===== src/rtl/mc_ctrl.sv =====
// Multi-cycle MIPS control unit: a five-state IF/ID/EX/MEM/WB FSM that drives
// every datapath select and write enable, with outputs decoded from state, Op, Funct and Zero.
module mc_ctrl (
  input  logic       clk,
  input  logic       rst,
  input  logic [5:0] Op,
  input  logic [5:0] Funct,
  input  logic       Zero,
  output logic       PCWrite,
  output logic       IRWrite,
  output logic       IorD,
  output logic       MemWrite,
  output logic       RegWrite,
  output logic       EXTOp,
  output logic [3:0] ALUOp,
  output logic       AREGSel,
  output logic       ALUSrc,
  output logic [1:0] NPCOp,
  output logic [1:0] GPRSel,
  output logic [1:0] WDSel,
  output logic [2:0] state,
  output logic       instr_done
);

  localparam logic [3:0] ALU_NOP = 4'd0;
  localparam logic [3:0] ALU_ADD = 4'd1;
  localparam logic [3:0] ALU_SUB = 4'd2;
  localparam logic [3:0] ALU_AND = 4'd3;
  localparam logic [3:0] ALU_OR  = 4'd4;
  localparam logic [3:0] ALU_SLT = 4'd5;
  localparam logic [3:0] ALU_SLL = 4'd6;
  localparam logic [3:0] ALU_SRL = 4'd7;

  typedef enum logic [2:0] {
    S_IF  = 3'd0,
    S_ID  = 3'd1,
    S_EX  = 3'd2,
    S_MEM = 3'd3,
    S_WB  = 3'd4
  } state_t;

  state_t state_q, state_d;

  logic       is_rtype_s, is_lw_s, is_sw_s, is_beq_s, is_addi_s, is_ori_s;
  logic       is_j_s, is_jal_s, is_jr_s, is_shift_s, r_alu_s, legal_s;
  logic [3:0] r_aluop_s;

  logic       pc_write_s, ir_write_s, iord_s, mem_write_s, reg_write_s, ext_op_s;
  logic [3:0] alu_op_s;
  logic       areg_sel_s, alu_src_s, instr_done_s;
  logic [1:0] npc_op_s, gpr_sel_s, wd_sel_s;

  // ALU operation for an R-type Funct; non-ALU functs map to NOP
  function automatic logic [3:0] funct_to_alu(input logic [5:0] f);
    case (f)
      6'b100000: funct_to_alu = ALU_ADD;
      6'b100010: funct_to_alu = ALU_SUB;
      6'b100100: funct_to_alu = ALU_AND;
      6'b100101: funct_to_alu = ALU_OR;
      6'b101010: funct_to_alu = ALU_SLT;
      6'b000000: funct_to_alu = ALU_SLL;
      6'b000010: funct_to_alu = ALU_SRL;
      default:   funct_to_alu = ALU_NOP;
    endcase
  endfunction

  // Instruction decode from the IR fields
  always_comb begin
    is_rtype_s = (Op == 6'b000000);
    is_lw_s    = (Op == 6'b100011);
    is_sw_s    = (Op == 6'b101011);
    is_beq_s   = (Op == 6'b000100);
    is_addi_s  = (Op == 6'b001000);
    is_ori_s   = (Op == 6'b001101);
    is_j_s     = (Op == 6'b000010);
    is_jal_s   = (Op == 6'b000011);
    r_aluop_s  = funct_to_alu(Funct);
    is_jr_s    = is_rtype_s && (Funct == 6'b001000);
    r_alu_s    = is_rtype_s && (r_aluop_s != ALU_NOP);
    is_shift_s = is_rtype_s && ((Funct == 6'b000000) || (Funct == 6'b000010));
    legal_s    = r_alu_s || is_jr_s || is_lw_s || is_sw_s || is_beq_s ||
                 is_addi_s || is_ori_s || is_j_s || is_jal_s;
  end

  // State register; reset aborts any instruction in flight
  always_ff @(posedge clk or negedge rst) begin
    if (!rst) begin
      state_q <= S_IF;
    end else begin
      state_q <= state_d;
    end
  end

  // Next-state and per-state control decode
  always_comb begin
    state_d      = S_IF;
    pc_write_s   = 1'b0;
    ir_write_s   = 1'b0;
    iord_s       = 1'b0;
    mem_write_s  = 1'b0;
    reg_write_s  = 1'b0;
    alu_op_s     = ALU_NOP;
    areg_sel_s   = 1'b0;
    alu_src_s    = 1'b0;
    npc_op_s     = 2'b00;
    gpr_sel_s    = 2'b00;
    wd_sel_s     = 2'b00;
    instr_done_s = 1'b0;
    ext_op_s     = 1'b0;
    case (state_q)
      S_IF: begin
        ir_write_s = 1'b1;
        pc_write_s = 1'b1;
        state_d    = S_ID;
      end
      S_ID: begin
        if (is_j_s || is_jal_s) begin
          pc_write_s   = 1'b1;
          npc_op_s     = 2'b10;
          instr_done_s = 1'b1;
          reg_write_s  = is_jal_s;
          gpr_sel_s    = is_jal_s ? 2'b10 : 2'b00;
          wd_sel_s     = is_jal_s ? 2'b10 : 2'b00;
        end else if (is_jr_s) begin
          pc_write_s   = 1'b1;
          npc_op_s     = 2'b11;
          instr_done_s = 1'b1;
        end else if (!legal_s) begin
          instr_done_s = 1'b1;
        end else begin
          state_d = S_EX;
        end
      end
      S_EX: begin
        if (r_alu_s) begin
          alu_op_s   = r_aluop_s;
          areg_sel_s = is_shift_s;
          state_d    = S_WB;
        end else if (is_addi_s || is_ori_s) begin
          alu_src_s = 1'b1;
          alu_op_s  = is_ori_s ? ALU_OR : ALU_ADD;
          state_d   = S_WB;
        end else if (is_lw_s || is_sw_s) begin
          alu_src_s = 1'b1;
          alu_op_s  = ALU_ADD;
          state_d   = S_MEM;
        end else if (is_beq_s) begin
          alu_op_s     = ALU_SUB;
          npc_op_s     = 2'b01;
          pc_write_s   = Zero;
          instr_done_s = 1'b1;
        end else begin
          state_d = S_IF;
        end
      end
      S_MEM: begin
        iord_s = 1'b1;
        if (is_sw_s) begin
          mem_write_s  = 1'b1;
          instr_done_s = 1'b1;
        end else if (is_lw_s) begin
          state_d = S_WB;
        end else begin
          state_d = S_IF;
        end
      end
      S_WB: begin
        reg_write_s  = 1'b1;
        instr_done_s = 1'b1;
        if (is_lw_s) begin
          gpr_sel_s = 2'b01;
          wd_sel_s  = 2'b01;
        end else if (is_addi_s || is_ori_s) begin
          gpr_sel_s = 2'b01;
        end else begin
          gpr_sel_s = 2'b00;
        end
      end
      default: begin
        state_d = S_IF;
      end
    endcase
    // Extension mode is a property of the instruction, valid in every legal state
    if (state_q <= S_WB) begin
      ext_op_s = is_addi_s || is_lw_s || is_sw_s || is_beq_s;
    end else begin
      ext_op_s = 1'b0;
    end
  end

  // Outputs held quiet while reset is asserted
  always_comb begin
    if (!rst) begin
      PCWrite    = 1'b0;
      IRWrite    = 1'b0;
      IorD       = 1'b0;
      MemWrite   = 1'b0;
      RegWrite   = 1'b0;
      EXTOp      = 1'b0;
      ALUOp      = ALU_NOP;
      AREGSel    = 1'b0;
      ALUSrc     = 1'b0;
      NPCOp      = 2'b00;
      GPRSel     = 2'b00;
      WDSel      = 2'b00;
      instr_done = 1'b0;
    end else begin
      PCWrite    = pc_write_s;
      IRWrite    = ir_write_s;
      IorD       = iord_s;
      MemWrite   = mem_write_s;
      RegWrite   = reg_write_s;
      EXTOp      = ext_op_s;
      ALUOp      = alu_op_s;
      AREGSel    = areg_sel_s;
      ALUSrc     = alu_src_s;
      NPCOp      = npc_op_s;
      GPRSel     = gpr_sel_s;
      WDSel      = wd_sel_s;
      instr_done = instr_done_s;
    end
  end

  assign state = state_q;

endmodule


===== config.mk =====
export PLATFORM = sky130hd
export DESIGN_NAME = mc_ctrl
export DESIGN_NICKNAME = d
export VERILOG_FILES = /design/src/rtl/mc_ctrl.sv
export SDC_FILE = /design/constraint.sdc
export NUM_CORES = 1
export LEC_CHECK = 0
export CAP_MARGIN = 30
export CELL_PAD_IN_SITES_DETAIL_PLACEMENT = 2
export CELL_PAD_IN_SITES_GLOBAL_PLACEMENT = 2
export CORE_ASPECT_RATIO = 0.5
export CORE_MARGIN = 8
export CORE_UTILIZATION = 21
export CTS_CLUSTER_SIZE = 12
export DETAILED_ROUTE_END_ITERATION = 6
export PLACE_DENSITY_LB_ADDON = 0.1
export SLEW_MARGIN = 10
export SYNTH_ARGS = -nofsm -noshare
export SYNTH_HDL_FRONTEND = slang
export SYNTH_SLANG_ARGS = --single-unit

===== constraint.sdc =====
create_clock -name clk -period 6.6 [get_ports clk]
set_input_delay 1.65 -clock clk [delete_from_list [all_inputs] [get_ports clk]]
set_output_delay 1.65 -clock clk [all_outputs]
set_load 0.01 [all_outputs]

# Yosys cells after proc, flatten, opt, wreduce, memory -nomap -nowiden
# Cells that the tools add are included.
dict set report word_totals {
  wordCells 113
  in_bits 15
  register_bits 3
  out_inout_bits 22
}
dict set report classes {
  order_cmp 1
  n_reduce_logical 22
  muxes 71
  eq_ne 18
}
# operator n
set op_table {}
lappend op_table {{$eq 6x6->1 const B} 7}
lappend op_table {{$mux 1} 41}
lappend op_table {{$mux 2} 13}
lappend op_table {{$pmux 3 s7} 1}
lappend op_table {{$eq 6x2->1 const B} 3}
lappend op_table {{$eq 6x4->1 const B} 3}
lappend op_table {{$mux 3} 6}
lappend op_table {{$logic_or 1x1->1} 15}
lappend op_table {{$logic_not 6->1} 2}
lappend op_table {{$mux 4} 3}
lappend op_table {{$pmux 2 s2} 3}
lappend op_table {{$pmux 3 s4} 1}
lappend op_table {{$eq 3x2->1 const B} 2}
lappend op_table {{$eq 6x3->1 const B} 1}
lappend op_table {{$pmux 1 s4} 1}
lappend op_table {{$reduce_bool 4->1} 1}
lappend op_table {{$eq 3x1->1 const B} 1}
lappend op_table {{$eq 3x3->1 const B} 1}
lappend op_table {{$le 3x3->1 const B} 1}
lappend op_table {{$logic_and 1x1->1} 3}
lappend op_table {{$logic_not 3->1} 1}
lappend op_table {{$pmux 1 s3} 1}
lappend op_table {{$pmux 1 s2} 1}

# Depth between registers and ports, before layout
# Gate-level depths: netlist of the first run.
dict set report logic_depth {
  word_depth 17
  mapped_depth 6
  ltp_nobuf 4
}

# Worst setup path after synthesis of the first run
# Ideal clock, no wire load.
dict set report synth_path {
  kind {input port to output port}
  start {in Op[3]}
  end {out PCWrite}
  cell_stages 5
  arrival_ns 2.940
  path_buffers 1
  required_time_ns 4.950
  setup_slack_ns 2.010
  path_cell_list {buf_6 > or4_4 > nor4_4 > a31oi_1 > o21ai_0}
}
dict set report synth_between {
  elab_chain_len 7
  elab_cells_between_ends 21
  classes_between {7 x eq/ne; 8 x mux; 6 x reduce/logical}
}
# item line_no
set synth_rtl {}
lappend synth_rtl {{start: declaration} 6} ;# input logic [5:0] Op,
lappend synth_rtl {{$eq 6x3->1 (tied with other cells)} 72} ;# is_beq_s = (Op == 6'b000100);
lappend synth_rtl {{$mux 1 / $logic_or 1x1->1 (equally long branches)} {147, 143}}
lappend synth_rtl {{$mux 1} 143} ;# end else if (is_lw_s || is_sw_s) begin
lappend synth_rtl {{$mux 1} 139} ;# end else if (is_addi_s || is_ori_s) begin
lappend synth_rtl {{$mux 1} 135} ;# if (r_alu_s) begin
lappend synth_rtl {{$pmux 1 s3 *} 110} ;# case (state_q)
lappend synth_rtl {{$mux 1 *} 193} ;# if (!rst) begin
lappend synth_rtl {{end: declaration} 9} ;# output logic PCWrite,
# Every way passes the cells marked *; elsewhere a longest branch is shown, timed or not.

# Worst setup path after layout of the first run
# Ends and elaborated chain as after synthesis.

==> results of run 1 <==
-- per-stage QoR --
step	utilization [%]	setup slack [ns]	area, µm²	cells	total power, µW
2_1_floorplan	-	2.01	709	105	68.6
6_report	33.3	0.778	1110	180	163
3_5_place_dp	31.9	0.749	1070	176	110
5_1_grt	33.3	0.490	1110	180	176
4_1_cts	33.3	0.736	1110	180	166
3_3_place_gp	31.9	0.830	1070	176	110
-- cell usage after synthesis, types with 3 or more instances --
cell and count:
a21oi_1 7, dfrtp_1 3, inv_1 6, nand2_1 6
nand2b_1 5, nand3_1 3, nor2_1 15, nor3_1 6
nor4_1 3, o21ai_0 4
-- path summary, 6_finish.rpt --
path	to	slack (ns)	startpoint	cells past startpoint
setup reg to reg	state[1]	5.34	state[1]	4
min in group asynchronous	state[1]	1.71	rst	1
max in group asynchronous	state[2]	4.64	rst	1
setup / recovery	PCWrite	0.78	Op[3]	6
hold reg to reg	state[2]	0.71	state[2]	1
hold / removal	state[2]	0.71	state[2]	1
-- layer usage --
layer | up-vias | GRT usage [%]
li1 | 450 | -
met1 | 421 | 13.7
met2 | 18 | 16.5
met3 | 5 | 2.55
met4 | 0 | 3.89
met5 | - | 0
-- report_power, final --
part           switching, µW  total, µW  internal (µW)  leakage, µW
Combinational           38.9       78.3           39.4     0.000340
Clock                   12.7       53.9           41.2    0.0000228
Sequential              8.55       30.6           22.0    0.0000395
-- logic make-up (layout without fill, tap and decap cells) --
logic type | after synthesis | count (layout)
AND/OR/NAND/NOR | 60 | 60
AO/OA/AOI/OAI | 26 | 26
flip-flops | 3 | 3
XOR/XNOR | 2 | 2
other | 1 | 1
buffers and inverters | 13 | 46
-- final cells by class --
type	count	area share (%)
clock buffer	4	4.05
multi-input combinational	89	50.3
inverter	6	2.02
sequential	3	6.75
tap	42	4.72
timing repair buffer	36	32.2
==> metrics.md, run 1 <==
| Metric | Value |
|---|---|
| Mapped cell area | between 700 and 800 µm² |
| Final antenna-violating net count | 0 |
| Initial antenna violation count | 0 |
| Drc violations | 0 |
| Most common cell after layout, fill and taps aside | clkdlybuf4s50_1 |
| Highest clock rate | approximately 170 MHz |
| FF+latch area | between 70 and 80 µm² |
| Min Clock Period, post-route | slightly below 6 ns |
| Hold slack | ~0.71 ns |
| Leakage | roughly 0.00040 µW |
| Ys async rst share | between 90% and 100% |
| Row count | 15 |
| Routed wl met2 | 1290 µm |
| Ant diodes | 0 |
| DR vias | just under 900 |
| Postcts setup bufs | 0 |
| CP max-delay cell | or4_4 |
| Main synth FF type | dfrtp_1 |
| Sequential element share of the synthesized area | a little over a tenth |
| Core area | around 3300 µm² |
| CP Cell Sequence | clkdlybuf4s50_1 > or4_4 > nor4_1 > a21oi_1 > o21ai_0 > clkdlybuf4s50_1 |
| Max clock buf depth | 2 |
| Syn Area/Cell | about 6.8 µm² |
| Family with the most delay on the worst path | simple AND/OR/NAND/NOR gates |
| Tcrit/Tclk final | 88.2% |
| Adder-Cell Fraction of Synth Area | 0% |
| Compound-gate portion of the synthesized area | between 20% and 30% |
| Post-CTS Hold Buffers | 0 |
| Top cell type's share of synthesized area | 10.6% |
| Vias per cell | 4.97 |
| Max H-tree Level | 1 |
| Run status | finished, final reports clean |
| Total Wirelength | about 2900 µm |
| Hold Path Class | reg2reg |
| Arr. time, crit path | 4.17 ns |
| Initial core utilization | between 20% and 30% |
| Cell variety after synth | 47 |
| Clock Latency Late Sink | around 0.22 ns |
| Cts repair resizes | 0 |
| Fill count | ~390 |
| Peak VDD IR | around 0.038 mV |
| Max_slew headroom | around 54% |
| MaxCap Viol Count | 0 |
| Die Wd | roughly 98 µm |
| Net Count, Synth | 120 |
| Max Slew Vio Count | 0 |
| Critical Path RT | between 4 and 5 ns |
| Detail Route met3 WL | approximately 130 µm |
| Final setup viols | 0 |
| Cell mode on critical path | clkdlybuf4s50_1 |
| Clock tree root buffer cell | clkbuf_8 |
| Die area | around 5600 µm² |
| TritonRoute pass-1 iters | 3 |
| Clock buffer count from CTS | 3 |
| GR Overflow Total | 0 |
| DP HPWL | 2380 µm |
| Vias in the first global route | 970 |
| DR iter-0 viols | between 70 and 80 |
| IO Port Bufs | 35 |
| Worst-Margin Slew | around 0.68 ns |
| DR top layer | met4 |
| Synthesis-to-finish area growth | 56.8% |
| Number of clock sinks | 3 |
| Cells after Synth | 105 |
| Clk slew on worst S/H paths | ~0.030 ns |
| Synth Area in XOR/XNOR | about 2.5% |
| Post-synth EDFFs | 0 |
| Nets | roughly 150 |
| Synth top area cells | dfrtp_1 (11%), nor2_1 (7.9%), a21oi_1 (4.9%), nand2b_1 (4.4%), nor3_1 (4.2%) |
| Yosys top cell by area | dfrtp_1 |
| Yosys reg bits | 3 |
| Largest net degree at the start of global routing | 12 |
| Most frequent cells in the layout | clkdlybuf4s50_1 (35), nor2_1 (15), a21oi_1 (7) |
| GP Congestion | around 0.68 |
| Buffers and inverters on the worst path | 2 |
| CTS tree | built |
| Floorplan die height | around 57 µm |
| Drt wl/cell | between 15 and 20 µm |
| Slowest stage delay, CP | roughly 0.62 ns |
| Critical Path End Type | primary output |
| Final setup TNS | 0 ns |
| Post-Synth Simple-Gate Area | 51.1% |
| Ys Warns | 0 |
| Metal-1 WL | approximately 1400 µm |
| Kind of critical path | in2out |
| Layout Skew | ~0.0025 ns |
| CP Max Fanout | 10 |
| GRT Total Usage | a little over a tenth |
| Largest family of logic cells by synthesized area | simple AND/OR/NAND/NOR gates |
| RSZ-0062 raised after global routing | no |
| I/O pins | 37 |
| Hold Vio Cnt, Final | 0 |
| Layout cells sized above 1 | approximately 8% |
| PwrDens | 146 nW/µm² |
| Max reg flops | 3 |
| First-pass GRT wire length | slightly below 5000 µm |
| Mux contribution to synthesized area | 0% |
| Area of the multi-input gates | 559 µm² |
| CP startpoint kind | input port |
Power figures use the tool's default switching activity.
==> run 2, diff against run 1 <==
--- a/config.mk
+++ b/config.mk
@@ -5,7 +5,7 @@
 export SDC_FILE = /design/constraint.sdc
 export NUM_CORES = 1
 export LEC_CHECK = 0
-export CAP_MARGIN = 30
+export CAP_MARGIN = 20
 export CELL_PAD_IN_SITES_DETAIL_PLACEMENT = 2
 export CELL_PAD_IN_SITES_GLOBAL_PLACEMENT = 2
 export CORE_ASPECT_RATIO = 0.5
==> results of run 2 <==
The final DEF is identical to that of run 1; final timing and power are the same.
==> run 3, diff against run 2 <==
--- a/config.mk
+++ b/config.mk
@@ -14,6 +14,7 @@
 export CTS_CLUSTER_SIZE = 12
 export DETAILED_ROUTE_END_ITERATION = 6
 export PLACE_DENSITY_LB_ADDON = 0.1
+export SKIP_LAST_GASP = 1
 export SLEW_MARGIN = 10
 export SYNTH_ARGS = -nofsm -noshare
 export SYNTH_HDL_FRONTEND = slang
==> results of run 3 <==
The final DEF is identical to that of run 1; final timing and power are the same.
